**src/rtl/gshare_bp_param.sv**
```systemverilog
// rtl/gshare_bp_param.sv - gshare predictor, tagged BTB, init sweep FSM; BP_STATS_EN enables stat counters
module gshare_bp_param #(
  parameter int         DBITS        = 32,
  parameter int         HIST_BITS    = 8,
  parameter int         PHT_IDX_BITS = 8,
  parameter int         BTB_IDX_BITS = 4,
  parameter logic [1:0] CTR_INIT     = 2'b01
) (
  input  logic                    clk,
  input  logic                    reset_n,
  input  logic                    bp_flush,
  output logic                    bp_ready,
  input  logic                    pred_val,
  input  logic [DBITS-1:0]        pred_pc,
  output logic                    pred_taken,
  output logic [DBITS-1:0]        pred_target,
  output logic [PHT_IDX_BITS-1:0] pred_idx,
  input  logic                    upd_val,
  input  logic [PHT_IDX_BITS-1:0] upd_idx,
  input  logic [DBITS-1:0]        upd_pc,
  input  logic                    upd_taken,
  input  logic [DBITS-1:0]        upd_target,
  input  logic                    upd_mispred,
  output logic [31:0]             stat_lookups,
  output logic [31:0]             stat_updates,
  output logic [31:0]             stat_mispred
);

  localparam int PHT_DEPTH = 2 ** PHT_IDX_BITS;
  localparam int BTB_DEPTH = 2 ** BTB_IDX_BITS;
  localparam int TAG_W     = DBITS - BTB_IDX_BITS - 2;

  if (HIST_BITS > PHT_IDX_BITS || BTB_IDX_BITS > PHT_IDX_BITS) begin : g_bad_params
    $error("gshare_bp_param: HIST_BITS and BTB_IDX_BITS must not exceed PHT_IDX_BITS");
  end

  typedef enum logic {ST_INIT, ST_RUN} state_t;

  state_t                  state_q, state_d;
  logic [PHT_IDX_BITS-1:0] init_cnt_q, init_cnt_d;
  logic [HIST_BITS-1:0]    ghr_q, ghr_d;

  logic [1:0]       ctr        [PHT_DEPTH];
  logic             btb_valid  [BTB_DEPTH];
  logic [TAG_W-1:0] btb_tag    [BTB_DEPTH];
  logic [DBITS-1:0] btb_target [BTB_DEPTH];

  logic                    upd_accept;
  logic                    init_in_btb;
  logic [BTB_IDX_BITS-1:0] init_bidx;
  logic [BTB_IDX_BITS-1:0] upd_bidx;
  logic [TAG_W-1:0]        upd_tag;
  logic [BTB_IDX_BITS-1:0] lk_bidx;
  logic [TAG_W-1:0]        lk_tag;
  logic                    lk_hit;
  logic                    unused_ok;

  assign bp_ready    = (state_q == ST_RUN);
  assign upd_accept  = bp_ready && upd_val && !bp_flush;
  assign init_in_btb = (32'(init_cnt_q) < 32'(BTB_DEPTH));
  assign init_bidx   = init_cnt_q[BTB_IDX_BITS-1:0];
  assign upd_bidx    = upd_pc[BTB_IDX_BITS+1:2];
  assign upd_tag     = upd_pc[DBITS-1:BTB_IDX_BITS+2];
  assign unused_ok   = ^{pred_pc[1:0], upd_pc[1:0], upd_mispred};

  // Zero-latency lookup; sees table state from before any same-cycle update
  assign pred_idx    = pred_pc[PHT_IDX_BITS+1:2] ^ PHT_IDX_BITS'(ghr_q);
  assign lk_bidx     = pred_pc[BTB_IDX_BITS+1:2];
  assign lk_tag      = pred_pc[DBITS-1:BTB_IDX_BITS+2];
  assign lk_hit      = btb_valid[lk_bidx] && (btb_tag[lk_bidx] == lk_tag);
  assign pred_taken  = pred_val && bp_ready && ctr[pred_idx][1] && lk_hit;
  assign pred_target = pred_taken ? btb_target[lk_bidx] : pred_pc + DBITS'(4);

  // FSM, sweep counter and history registers
  always_ff @(posedge clk or negedge reset_n) begin
    if (!reset_n) begin
      state_q    <= ST_INIT;
      init_cnt_q <= '0;
      ghr_q      <= '0;
    end else begin
      state_q    <= state_d;
      init_cnt_q <= init_cnt_d;
      ghr_q      <= ghr_d;
    end
  end

  // Next state: flush always restarts the sweep; history shifts only on accepted updates
  always_comb begin
    state_d    = state_q;
    init_cnt_d = init_cnt_q;
    ghr_d      = ghr_q;
    if (bp_flush) begin
      state_d    = ST_INIT;
      init_cnt_d = '0;
      ghr_d      = '0;
    end else begin
      case (state_q)
        ST_INIT: begin
          init_cnt_d = init_cnt_q + PHT_IDX_BITS'(1);
          if (init_cnt_q == '1) state_d = ST_RUN;
        end
        ST_RUN: begin
          if (upd_val) ghr_d = {ghr_q[HIST_BITS-2:0], upd_taken};
        end
        default: state_d = ST_INIT;
      endcase
    end
  end

  // Table storage: one entry swept per INIT cycle, otherwise trained by accepted updates
  always_ff @(posedge clk) begin
    if (state_q == ST_INIT) begin
      ctr[init_cnt_q] <= CTR_INIT;
      if (init_in_btb) btb_valid[init_bidx] <= 1'b0;
    end else if (upd_accept) begin
      if (upd_taken) begin
        if (ctr[upd_idx] != 2'b11) ctr[upd_idx] <= ctr[upd_idx] + 2'b01;
        btb_valid[upd_bidx]  <= 1'b1;
        btb_tag[upd_bidx]    <= upd_tag;
        btb_target[upd_bidx] <= upd_target;
      end else begin
        if (ctr[upd_idx] != 2'b00) ctr[upd_idx] <= ctr[upd_idx] - 2'b01;
      end
    end
  end

`ifdef BP_STATS_EN
  // Saturating event counters, cleared by reset or flush
  always_ff @(posedge clk or negedge reset_n) begin
    if (!reset_n) begin
      stat_lookups <= '0;
      stat_updates <= '0;
      stat_mispred <= '0;
    end else if (bp_flush) begin
      stat_lookups <= '0;
      stat_updates <= '0;
      stat_mispred <= '0;
    end else begin
      if (pred_val && bp_ready && stat_lookups != '1) stat_lookups <= stat_lookups + 32'd1;
      if (upd_accept && stat_updates != '1) stat_updates <= stat_updates + 32'd1;
      if (upd_accept && upd_mispred && stat_mispred != '1) stat_mispred <= stat_mispred + 32'd1;
    end
  end
`else
  assign stat_lookups = '0;
  assign stat_updates = '0;
  assign stat_mispred = '0;
`endif

endmodule

```
**config.mk**
```make
export PLATFORM = sky130hd
export DESIGN_NAME = gshare_bp_param
export DESIGN_NICKNAME = d
export VERILOG_FILES = /design/src/rtl/gshare_bp_param.sv
export SDC_FILE = /design/constraint.sdc
export NUM_CORES = 2
export LEC_CHECK = 0
export CAP_MARGIN = 10
export CORE_MARGIN = 4
export CORE_UTILIZATION = 60
export DETAILED_ROUTE_END_ITERATION = 7
export DONT_BUFFER_PORTS = 1
export PLACE_DENSITY = 0.76
export SLEW_MARGIN = 20
export SYNTH_ARGS = -nofsm -noshare
export SYNTH_HDL_FRONTEND = slang
export SYNTH_SLANG_ARGS = --single-unit
```
**constraint.sdc**
```tcl
create_clock -name clk -period 44.3 [get_ports clk]
set_clock_uncertainty 0.05 [all_clocks]
set_input_delay 6.645 -clock clk [delete_from_list [all_inputs] [get_ports clk]]
set_output_delay 6.645 -clock clk [all_outputs]
set_load 0.03 [all_outputs]
```
==> flow_summary_export.csv <==
group,metric,value,unit
run_status,status,"finished, final reports clean",
clock_tree,cts_root_buffer,"clkbuf_16",
setup_path,cp.depth,11,
placement,numPortBuffers,0,
placement,hpwlAfterDp,92900,um
clock_tree,cts_made_buffers,146,
floorplanning,dieHeight,333,um
finish,final_nets,3361,
setup_path,critPathCaptureType,"output pin",
timing,post-route-period-util,0.424,
drt,first_pass_iters,8,
drt,first_iter_violations,5209,
drt,wl_met1,55500,um
drt,drt-total-wl,168000,um
timing,rsz0062_at_grt,"no",
clock_tree,clk_latency,0.76,ns
placement,gp_congestion,0.948,
clock_tree,cts_setup_buffers,0,
setup_path,cp-start-kind,"input pin",
timing,setup_violations,0,
finish,final_cell_area,69400,um^2
floorplanning,initial_core_util,0.604,
setup_path,critPathMaxStageDelay,0.85,ns
floorplanning,io_pins,249,
hold_path,hold_path_class,"reg2reg",
placement,postPlaceCellArea,64500,um^2
synthesis,synth_edf_count,1456,
power,peakVddDrop,0.0000447,V
timing,slew_headroom,0.137,
synthesis,synth_area_per_cell,19.4,um^2
finish,drive_gt1_frac,0.241,
synthesis,synthDominantCellAreaShare,0.689,
synthesis,synth_top_area_cell,"edfxtp_1",
setup_path,crit_chain,"xor2_4, buf_4, buf_4, mux4_2, mux4_2, mux2i_1, o21ai_0, nor3b_1, nor4b_4, buf_4, mux2i_1",
synthesis,synth-seq-cells,1473,
drt,route.met2.wl,82100,um
synthesis,ys.flop_type,"edfxtp_1",
setup_path,cp.required,37.60,ns
clock_tree,clock-sinks,1473,
finish,fin_util,0.660,
floorplanning,num_rows,119,
setup_path,r2r_cells,11,
setup_path,critPathBufInv,3,
timing,setup_tns,0,ns
setup_path,cpMaxStageDelayCell,"buf_4",
synthesis,syn-cell-area,63500,um^2
setup_path,cp_max_fo,241,
finish,area_delta_synth_final,9.27,%
setup_path,r2r_slack,38.88,ns
timing,layout_min_cycle_time,18.79,ns
power,pwr_density_cell,41.4,nW/um^2
global_route,grt_antenna_before_repair,4,
clock_tree,clkTransAtPathRegs,0.06,ns
synthesis,yosysWarnings,0,
drt,antenna_left,0,
drt,routed.top_layer,"met4",
synthesis,synthArstFlopShare,0.0115,
clock_tree,cts_max_level,4,
timing,worst_pin_slew,1.29,ns
setup_path,cp-startpoint,"pred_pc[2]",
setup_path,crit_path_frequent_cell,"buf_4",
drt,routed-wl-met3,22300,um
global_route,grt_pass1_vias,35000,
flow_run,max_cap_viol_count,0,
synthesis,syn-instance-count,3276,
floorplanning,core,105000,um^2
clock_tree,clockBufferDepth,3,
synthesis,synth.most_common_cell,"edfxtp_1",
clock_tree,cts_tree,"built",
floorplanning,die_w,333,um
global_route,grt_overflow,0,
clock_tree,hold_buffers,0,
timing,clock.fmax,53.2,MHz
global_route,grt_usage,0.303,
setup_path,crit_arrival,12.10,ns
hold_path,holdPathStages,2,
timing,finalHoldViolCount,0,
drt,viasPerCell,7.25,
setup_path,crit_end,"pred_target[2]",
drt,drcViolationCount,0,
synthesis,ys_types,68,
synthesis,ys_top_cells_by_area,"edfxtp_1 (69%), mux4_2 (16%), a22oi_1 (3.6%), mux2i_1 (1.8%), buf_4 (1.4%)",
global_route,grt_pass1_wl,243000,um
timing,slew_violations,0,
drt,wl_per_cell,35.4,um
clock_tree,cts_resized,0,
global_route,grt_max_degree,242,
floorplanning,die_area,111000,um^2
synthesis,synthTopCellsByCount,"edfxtp_1 (1456), mux4_2 (450), a22oi_1 (308)",
drt,vias,34500,
setup_path,crit_type,"in2out",
power,power.leakage,21.3,nW
synthesis,synth_seq_area_share,0.695,
setup_path,path_delay_family,"multiplexers",
setup_path,r2r_end,"ctr[83][1]",
setup_path,r2r_start,"ctr[109][0]",
## per-layer routing
layer | vias to the layer above | GRT usage
met1 | 17600 | 0.384
li1 | 13500 | -
met5 | - | 0
met2 | 2732 | 0.487
met4 | 0 | 0.127
met3 | 582 | 0.0984
## layout make-up
type | instances | area, um^2
Inverter | 7 | 26.3
Tap cell | 1391 | 1740
Clock inverter | 81 | 920
Sequential cell | 1473 | 44100
Clock buffer | 179 | 3860
Timing Repair Buffer | 69 | 529
Multi-Input combinational cell | 1551 | 18100
Fill cell | 6631 | 35700
Antenna cell | 5 | 12.5
## worst min-delay path: cells and delay by family, from the launching register on
family / cells / cell delay [ns]
AO/OA/AOI/OAI: 1 / 0.06
flip-flops: 1 / 0.40
AND/OR/NAND/NOR: 1 / 0.07
## logic make-up after synthesis
logic type               Yosys count  synth area share
multiplexers                     604             0.187
XOR/XNOR                          71           0.00991
AND/OR/NAND/NOR                  342            0.0265
buffers and inverters            347            0.0303
flip-flops                      1473             0.695
other                              1         0.0000591
adder cells (fa/ha/maj)            2          0.000394
AO/OA/AOI/OAI                    436            0.0502
## cells in the final DEF (no fill, tap or decap), types with 8 or more instances in the layout
cell type / n
nand2b_1: 19
nor2b_1: 13
a22oi_1: 308
clkbuf_16: 150
nand4_1: 20
mux2_4: 29
xnor2_1: 43
nand3_1: 41
a22o_1: 8
conb_1: 96
and3_1: 8
nand2_1: 87
nand4b_1: 9
nor3_1: 12
clkinv_1: 35
o211ai_1: 10
xor2_1: 22
clkinv_2: 19
mux2i_1: 114
mux4_2: 450
clkbuf_1: 29
or4_1: 14
o2111ai_1: 10
a21oi_1: 28
bufinv_16: 15
buf_4: 66
o21ai_2: 15
nor2_1: 82
nor2_4: 12
edfxtp_1: 1456
dfrtp_1: 17
o21ai_0: 16
## worst min path at each step
stage	startpoint	end	slack (ns)
floorplan	ghr_q[7]	ghr_q[7]	0.47
detailed placement	ghr_q[7]	ghr_q[7]	0.50
CTS	ghr_q[7]	ghr_q[7]	0.51
global route	ghr_q[7]	ghr_q[7]	0.53
finish	ghr_q[7]	ghr_q[7]	0.52
global placement	ghr_q[2]	ghr_q[2]	0.49
## power breakdown
part | internal (mW) | switching (mW) | total [mW]
clock network | 0.712 | 0.524 | 1.24
registers | 1.52 | 0.000868 | 1.52
logic | 0.0512 | 0.0622 | 0.113
## metrics by stage
step	hold slack, ns	total power [mW]	cells	worst slack [ns]
after floorplan	0.466	1.66	3371	23.09
final	0.516	2.87	4756	25.51
after global placement	0.489	1.66	4489	25.74
after CTS	0.512	2.88	4751	25.54
after global routing	0.532	2.95	4751	25.29
after detailed placement	0.504	1.66	4491	25.55
## sequential cells by signal, indices dropped and copies added, names as in the netlist
name        cells
btb_target    512
bp_ready        1
ctr           512
ghr_q           8
btb_valid      16
init_cnt_q      8
btb_tag       416
Power figures use the tool's default switching activity.
